$ cat src/rtl/wr_flow_ctrl_pkg.sv
// Shared defaults and pointer helpers for the write-side flow controller.
// gray2bin works on a wide vector so any pointer width can zero-extend into it.
package wr_flow_ctrl_pkg;

  localparam int DEF_DATA_WIDTH = 8;
  localparam int DEF_PTR_WIDTH  = 3;
  localparam int GRAY_MAX_WIDTH = 16;

  // Leading zeros of a zero-extended Gray code decode to leading zeros,
  // so narrower pointers can simply be widened, decoded and truncated.
  function automatic logic [GRAY_MAX_WIDTH-1:0] gray2bin(input logic [GRAY_MAX_WIDTH-1:0] gray);
    logic [GRAY_MAX_WIDTH-1:0] bin;
    bin[GRAY_MAX_WIDTH-1] = gray[GRAY_MAX_WIDTH-1];
    for (int i = GRAY_MAX_WIDTH - 2; i >= 0; i--) begin
      bin[i] = bin[i+1] ^ gray[i];
    end
    return bin;
  endfunction

endpackage

$ cat src/rtl/wr_skid_buf.sv
// Two-entry main/skid register pair that keeps s_ready registered while the
// FIFO write side stalls on full.
module wr_skid_buf
  import wr_flow_ctrl_pkg::*;
#(
  parameter int DATA_WIDTH = DEF_DATA_WIDTH
) (
  input  logic                  wclk,
  input  logic                  wrst_n,
  input  logic                  s_valid,
  input  logic [DATA_WIDTH-1:0] s_data,
  output logic                  s_ready,
  input  logic                  full,
  output logic                  m_valid,
  output logic [DATA_WIDTH-1:0] m_data
);

  logic                  k_valid;
  logic [DATA_WIDTH-1:0] k_data;
  logic                  m_valid_next;
  logic                  k_valid_next;
  logic [DATA_WIDTH-1:0] m_data_next;
  logic [DATA_WIDTH-1:0] k_data_next;
  logic                  accept;
  logic                  drain;

  assign accept = s_valid & s_ready;
  assign drain  = m_valid & ~full;

  // The skid word always has priority for the main slot so ordering is kept.
  always_comb begin
    m_valid_next = m_valid;
    k_valid_next = k_valid;
    m_data_next  = m_data;
    k_data_next  = k_data;
    if (!m_valid || drain) begin
      if (k_valid) begin
        m_data_next  = k_data;
        k_valid_next = 1'b0;
      end else if (accept) begin
        m_data_next  = s_data;
        m_valid_next = 1'b1;
      end else begin
        m_valid_next = 1'b0;
      end
    end else if (accept) begin
      k_data_next  = s_data;
      k_valid_next = 1'b1;
    end
  end

  always_ff @(posedge wclk) begin
    if (!wrst_n) begin
      m_valid <= 1'b0;
      k_valid <= 1'b0;
      s_ready <= 1'b0;
    end else begin
      m_valid <= m_valid_next;
      k_valid <= k_valid_next;
      s_ready <= ~k_valid_next;
    end
  end

  // Payload registers need no reset; their valid bits qualify them.
  always_ff @(posedge wclk) begin
    m_data <= m_data_next;
    k_data <= k_data_next;
  end

endmodule

$ cat src/rtl/wr_flow_ctrl.sv
// Write-side flow controller: buffers the producer stream, strobes the FIFO
// when not full and reports fill level, almost_full and a running write count.
module wr_flow_ctrl
  import wr_flow_ctrl_pkg::*;
#(
  parameter int DATA_WIDTH = DEF_DATA_WIDTH,
  parameter int PTR_WIDTH  = DEF_PTR_WIDTH,
  parameter int AF_THRESH  = 6,
  parameter int CNT_WIDTH  = 16
) (
  input  logic                  wclk,
  input  logic                  wrst_n,
  input  logic                  s_valid,
  input  logic [DATA_WIDTH-1:0] s_data,
  output logic                  s_ready,
  input  logic                  full,
  input  logic [PTR_WIDTH:0]    b_wptr,
  input  logic [PTR_WIDTH:0]    g_rptr_sync,
  output logic                  w_en,
  output logic [DATA_WIDTH-1:0] wdata,
  output logic [PTR_WIDTH:0]    wlevel,
  output logic                  almost_full,
  output logic [CNT_WIDTH-1:0]  wr_count
);

  localparam logic [PTR_WIDTH:0] AF_LEVEL = (PTR_WIDTH+1)'(AF_THRESH);

  logic               m_valid;
  logic [PTR_WIDTH:0] rptr_bin;
  logic [PTR_WIDTH:0] wlevel_next;

  wr_skid_buf #(
    .DATA_WIDTH(DATA_WIDTH)
  ) u_skid (
    .wclk    (wclk),
    .wrst_n  (wrst_n),
    .s_valid (s_valid),
    .s_data  (s_data),
    .s_ready (s_ready),
    .full    (full),
    .m_valid (m_valid),
    .m_data  (wdata)
  );

  assign w_en = m_valid & ~full;

  // Modular subtract absorbs pointer wrap; a stale read pointer only over-reports.
  assign rptr_bin    = (PTR_WIDTH+1)'(gray2bin(GRAY_MAX_WIDTH'(g_rptr_sync)));
  assign wlevel_next = b_wptr - rptr_bin;

  always_ff @(posedge wclk) begin
    if (!wrst_n) begin
      wlevel      <= '0;
      almost_full <= 1'b0;
      wr_count    <= '0;
    end else begin
      wlevel      <= wlevel_next;
      almost_full <= (wlevel_next >= AF_LEVEL);
      if (w_en) begin
        wr_count <= wr_count + CNT_WIDTH'(1);
      end
    end
  end

endmodule

$ cat config.mk
export PLATFORM = sky130hd
export DESIGN_NAME = wr_flow_ctrl
export DESIGN_NICKNAME = d
export VERILOG_FILES = /design/src/rtl/wr_flow_ctrl_pkg.sv /design/src/rtl/wr_skid_buf.sv /design/src/rtl/wr_flow_ctrl.sv
export SDC_FILE = /design/constraint.sdc
export NUM_CORES = 1
export LEC_CHECK = 0
export CORE_MARGIN = 2
export CORE_UTILIZATION = 30
export DETAILED_ROUTE_END_ITERATION = 16
export GPL_TIMING_DRIVEN = 1
export PLACE_DENSITY = 0.58
export SLEW_MARGIN = 30
export SYNTH_ARGS = -nofsm -noshare
export SYNTH_HDL_FRONTEND = slang
export SYNTH_SLANG_ARGS = --single-unit
$ cat constraint.sdc
create_clock -name wclk -period 3 [get_ports wclk]
set_clock_uncertainty 0.1 [all_clocks]
set_input_delay 0.6 -clock wclk [delete_from_list [all_inputs] [get_ports wclk]]
set_output_delay 0.6 -clock wclk [all_outputs]
set_load 0.01 [all_outputs]
==> results of run 1 <==
final cells by class:
type                            instances  share of cell area, %
Timing Repair Buffer                   54                   22.3
Tap cell                               72                   3.78
Inverter                                3                  0.473
Clock inverter                          2                   1.47
Clock buffer                            6                   3.05
Multi-Input combinational cell         99                   28.6
Sequential cell                        40                   40.3
power by group:
part | switching [mW] | total [mW] | internal [mW]
sequential | 0.00811 | 0.596 | 0.587
combinational | 0.0578 | 0.147 | 0.0891
clock | 0.179 | 0.426 | 0.247
total | 0.245 | 1.17 | 0.923
metal layers:
metal  global-route usage [%]  share of wire (%)  wire length [um]  vias to the layer above
met1                     14.7                 48              1560                      553
li1                         -                  -                 -                      634
met5                        0                  0                 0                        -
met2                     17.3                 44              1440                       33
met4                     5.17                2.0                64                        0
met3                     3.75                5.5               178                        6
state kept, by name, indices dropped and copies added, names as in the netlist:
signal          flops
u_skid.m_valid      1
u_skid.m_data       8
u_skid.k_data       8
u_skid.k_valid      1
almost_full         1
wr_count           16
wlevel              4
u_skid.s_ready      1
cells by family after synthesis:
kind of cell / share of synthesized area [%]
AND/OR/NAND/NOR: 17.3
flip-flops: 57.2
AO/OA/AOI/OAI: 5.36
XOR/XNOR: 7.82
multiplexers: 5.96
buffers and inverters: 2.23
adder cells (fa/ha/maj): 4.17
critical path: cells and delay by family:
kind	cells	cell delay [ps]
simple gates	1	320
buf+inv	2	1020
path summary, 6_finish.rpt:
kind / from / end / depth (start not counted)
max: full / w_en / 3
min: wr_count[15]$_SDFFE_PN0P_ / wr_count[15]$_SDFFE_PN0P_ / 2
max reg2reg: wr_count[3]$_SDFFE_PN0P_ / wr_count[15]$_SDFFE_PN0P_ / 4
min reg2reg: wr_count[15]$_SDFFE_PN0P_ / wr_count[15]$_SDFFE_PN0P_ / 2
placed cells by master (no fill, tap or decap), drive strengths merged, types with 2 or more instances in the layout:
| cell | netlist | layout |
|---|---|---|
| and4 | 2 | 2 |
| mux2 | 8 | 8 |
| nand3 | 4 | 4 |
| inv | 3 | 3 |
| clkdlybuf4s50 | 0 | 50 |
| or4 | 2 | 2 |
| dfxtp | 24 | 24 |
| o21ai | 5 | 5 |
| a21oi | 7 | 7 |
| xnor2 | 7 | 7 |
| or3 | 4 | 4 |
| clkbuf | 4 | 6 |
| nor2 | 17 | 17 |
| nand4 | 4 | 4 |
| ha | 4 | 4 |
| xor2 | 8 | 8 |
| nor3 | 3 | 3 |
| o21a | 2 | 2 |
| nand2 | 11 | 11 |
| buf | 1 | 4 |
| edfxtp | 16 | 16 |
==> results_dict.tcl, run 1 <==
set metrics [dict create \
    status "complete, no violations" \
    p_leak_nw 0.832 \
    finalWorstSetupSlack_ps 359 \
    synth-seq-cells 40 \
    routed_via_density 4.44 \
    avgSynthCellArea_um2 11.4 \
    fin_util_pct 43.5 \
    synth_top_area_share_pct 28.6 \
    grt_pass1_vias 1135 \
    clkSinkCount 40 \
    wire_per_inst_um 11.7 \
    yosysMostFrequentCell "dfxtp_1" \
    clk_pin_slew_ps 70 \
    syn-cell-area_um2 1680 \
    cp_max_fo 6 \
    placed_area_um2 2270 \
    ir_drop_uv 184 \
    initial_core_util_pct 30.7 \
    h-tree-depth 2 \
    r2r_slack_ps 1260 \
    nets 228 \
    powerDensity_nw_per_um2 491 \
    slowest_stage "clkdlybuf4s50_1" \
    critical_path_class "in -> out" \
    syn_to_final_growth_pct 41.8 \
    post-cts-setup-buffer-count 0 \
    cts_buffer_depth 2 \
    finalCritPeriodShare_pct 88.0 \
    drt-initial-drc-count 70 \
    cp_cell_sequence "clkdlybuf4s50_1 -> and2b_4 -> clkdlybuf4s50_1" \
    required_ps 2300 \
    numPortBuffers 50 \
    fin_total_pwr_mw 1.17 \
    final_area_um2 2380 \
    die_h_um 78.8 \
    finalSetupTns_ps 0 \
    die_w_um 78.8 \
    yosysWarnings 0 \
    drtAntennaViolNets 0 \
    ctsHoldBuffers 0 \
    drive_gt1_share_pct 12.7 \
    cpMostUsedCell "clkdlybuf4s50_1" \
    hpwlAfterDp_um 2370 \
    period_minus_slack_ps 2640 \
    hold_class "reg -> reg" \
    ios 51 \
    grt_usage_pct 11.4 \
    postCtsResizedCells 0 \
    ys_top_cells_by_area "dfxtp_1, edfxtp_1, mux2_2, xor2_1, nor2_1" \
    multi_input_area_um2 682 \
    whs_ps 379 \
    floorplan.rows 27 \
    fin_cells 276 \
    placed_cells 268 \
    grt_max_degree 20 \
    synth_cell_type_count 34 \
    numCtsBuffers 5 \
    clkLatencyLatePin_ps 290 \
    dr_total_vias 1226 \
    pre_cts_ws_ps 23.7 \
    gp_congestion 0.712 \
    core_um2 5470 \
    hold_viol 0 \
    drc 0 \
    synthTopCellsByCount "dfxtp_1, nor2_1, edfxtp_1" \
    cts_tree "built" \
    grt_pass1_wl_um 5490 \
    report.final.slew_viol_count 0 \
    synth_edf_count 16 \
    async_reset_ff_share_pct 0 \
    root_buffer "clkbuf_8" \
    setup_violations 0 \
    die_area_um2 6220 \
    fmax_mhz 379 \
    dr.pass1.iters 4 \
    crit_path_max_incr_delay_ps 540 \
    diodes 0 \
    seq_area_frac_synth_pct 57.2 \
    crit_arrival_ps 1940 \
    netlist_instances 147 \
    slew_headroom_pct 68.3 \
    wl_um 3240 \
    worst_slew_pin_slew_ps 475 \
    cap_violations 0 \
    antenna_found_initial 0 \
    seq_area_um2 961 \
    rsz0062_at_grt "false" \
    fill_cells 542 \
    overflow 0 \
    syn_nets 172 \
    synth-main-ff-cell "dfxtp_1" \
    cp-end-kind "output port" \
    worst_setup_path_start_kind "input pin" \
    synth_area_leader_cell "dfxtp_1" \
]
(Power assumes the default switching activity.)
==> run 2, diff against run 1 <==
--- a/config.mk
+++ b/config.mk
@@ -5,11 +5,14 @@
 export SDC_FILE = /design/constraint.sdc
 export NUM_CORES = 1
 export LEC_CHECK = 0
+export CORE_ASPECT_RATIO = 1.4
 export CORE_MARGIN = 2
 export CORE_UTILIZATION = 30
 export DETAILED_ROUTE_END_ITERATION = 16
+export DONT_BUFFER_PORTS = 1
+export GPL_ROUTABILITY_DRIVEN = 1
 export GPL_TIMING_DRIVEN = 1
-export PLACE_DENSITY = 0.58
+export PLACE_DENSITY = 0.47
 export SLEW_MARGIN = 30
 export SYNTH_ARGS = -nofsm -noshare
 export SYNTH_HDL_FRONTEND = slang
==> run 2 against run 1 <==
  * Setup slack better by 370 ps
  * Sequential power up 2%
  * Global-route usage up 0.54 points
  * Maximum frequency up 16%
  * Die area up 0.14%
  * Combinational power down 55%
  * Sequential share of layout area up 12 points
  * Via count down 13%
  * Critical path type is now in -> reg
  * Largest cell class unchanged
  * Highest routed layer unchanged
==> results_dict.tcl, run 2 (synthesis gave the netlist of run 1 again) <==
set metrics [dict create \
    status "complete, no violations" \
    postCtsResizedCells 0 \
    crit_path_start "g_rptr_sync[3]" \
    finalSetupTns_ps 0 \
    mostFrequentLayoutCells "dfxtp_1, nor2_1, edfxtp_1" \
    post-cts-setup-buffer-count 0 \
    wire_per_inst_um 15.1 \
    ctsHoldBuffers 0 \
    hold_class "in -> reg" \
    numPortBuffers 0 \
    antenna_found_initial 0 \
    die_area_um2 6220 \
    drive_gt1_share_pct 14.0 \
    gp_congestion 0.656 \
    wl_um 3290 \
    clk_pin_slew_ps 70 \
    slowest_stage "fa_1" \
    grt_pass1_vias 1181 \
    die_w_um 67.3 \
    report.final.slew_viol_count 0 \
    diodes 0 \
    overflow 0 \
    drc 0 \
    setup_violations 0 \
    floorplan.rows 32 \
    ios 51 \
    whs_ps 308 \
    hold_viol 0 \
    critical_path_class "in -> reg" \
    worst_setup_path_start_kind "input pin" \
    root_buffer "clkbuf_8" \
    clkSinkCount 40 \
    drtAntennaViolNets 0 \
    numCtsBuffers 5 \
    crit_arrival_ps 2340 \
    crit_path_max_incr_delay_ps 370 \
    ir_drop_uv 216 \
    grt_max_degree 23 \
    dr_total_vias 1070 \
    p_leak_nw 0.624 \
    clkLatencyLatePin_ps 280 \
    required_ps 3070 \
    cp_cell_sequence "xnor2_1 -> xor2_1 -> xnor2_1 -> ha_1 -> inv_1 -> fa_1 -> xnor2_1 -> nor2_1 -> nand2_1 -> nand3_1" \
    fill_cells 582 \
    worst_slew_pin_slew_ps 795 \
    timing.rr.start "u_skid.k_valid$_SDFF_PN0_" \
    h-tree-depth 2 \
    period_minus_slack_ps 2270 \
    final_area_um2 1850 \
    rsz0062_at_grt "false" \
    cap_violations 0 \
    cpMostUsedCell "xnor2_1" \
    cp_max_fo 3 \
    top_register "wr_count" \
    final_common_cell "dfxtp_1" \
    syn_to_final_growth_pct 9.83 \
    slew_headroom_pct 47.0 \
    grt_pass1_wl_um 5510 \
    fmax_mhz 440 \
    finalCritPeriodShare_pct 75.8 \
    largest_reg_flops 16 \
    drt-initial-drc-count 68 \
    dr.pass1.iters 4 \
    fin_util_pct 33.9 \
    cp-end-kind "flop" \
    hold_start "s_data[1]" \
    hpwlAfterDp_um 2430 \
    grt_usage_pct 11.9 \
    routed_via_density 4.91 \
    core_um2 5450 \
    initial_core_util_pct 30.9 \
    powerDensity_nw_per_um2 594 \
    cts_buffer_depth 2 \
    nets 174 \
    top_regs "wr_count (16), u_skid.k_data (8), u_skid.m_data (8)" \
    placed_area_um2 1740 \
    die_h_um 92.6 \
    cts_tree "built" \
    fin_total_pwr_mw 1.10 \
]
## run 2: cell type report
class	instances	area [um^2]	share of cell area [%]
multi-input cells	99	682	36.9
flip-flops and latches	40	961	52.1
clock inverters	3	37.5	2.03
well taps	68	85.1	4.61
inverters	3	11.3	0.610
clock buffers	5	68.8	3.73
## run 2: worst max-delay path: cells and delay by family
family / cells / cell delay (ps)
AND/OR/NAND/NOR: 3 / 240
buffers and inverters: 1 / 50
XOR/XNOR: 4 / 890
adder cells (fa/ha/maj): 2 / 560
## run 2: per-stage QoR
stage               std cells  worst slack [ps]
detailed placement        210               396
floorplan                 147               596
global placement          210               525
finish                    218               726
CTS                       218               715
global route              218               523
## run 2: layer usage
metal | track usage (%) | vias up | wire, um
met2 | 20.2 | 40 | 1690
li1 | - | 517 | -
met4 | 5.61 | 0 | 70
met1 | 12.8 | 507 | 1250
met3 | 4.25 | 6 | 281
met5 | 0 | - | 0
## run 2: worst paths after layout
check                                                  end  slack, ps  cells past startpoint
worst max-delay path                almost_full$_SDFF_PN0_        730                     10
worst min-delay path            u_skid.k_data[1]$_DFFE_PP_        310                      0
worst max register to register  u_skid.m_data[6]$_DFFE_PP_       1150                      2
worst min register to register   wr_count[15]$_SDFFE_PN0P_        450                      2
## run 2: where the power goes
group / switching, mW / leakage, nW / total [mW] / internal, mW
clock: 0.178 / 0.0532 / 0.420 / 0.242
combinational: 0.0343 / 0.229 / 0.0659 / 0.0316
sequential: 0.0214 / 0.342 / 0.610 / 0.588
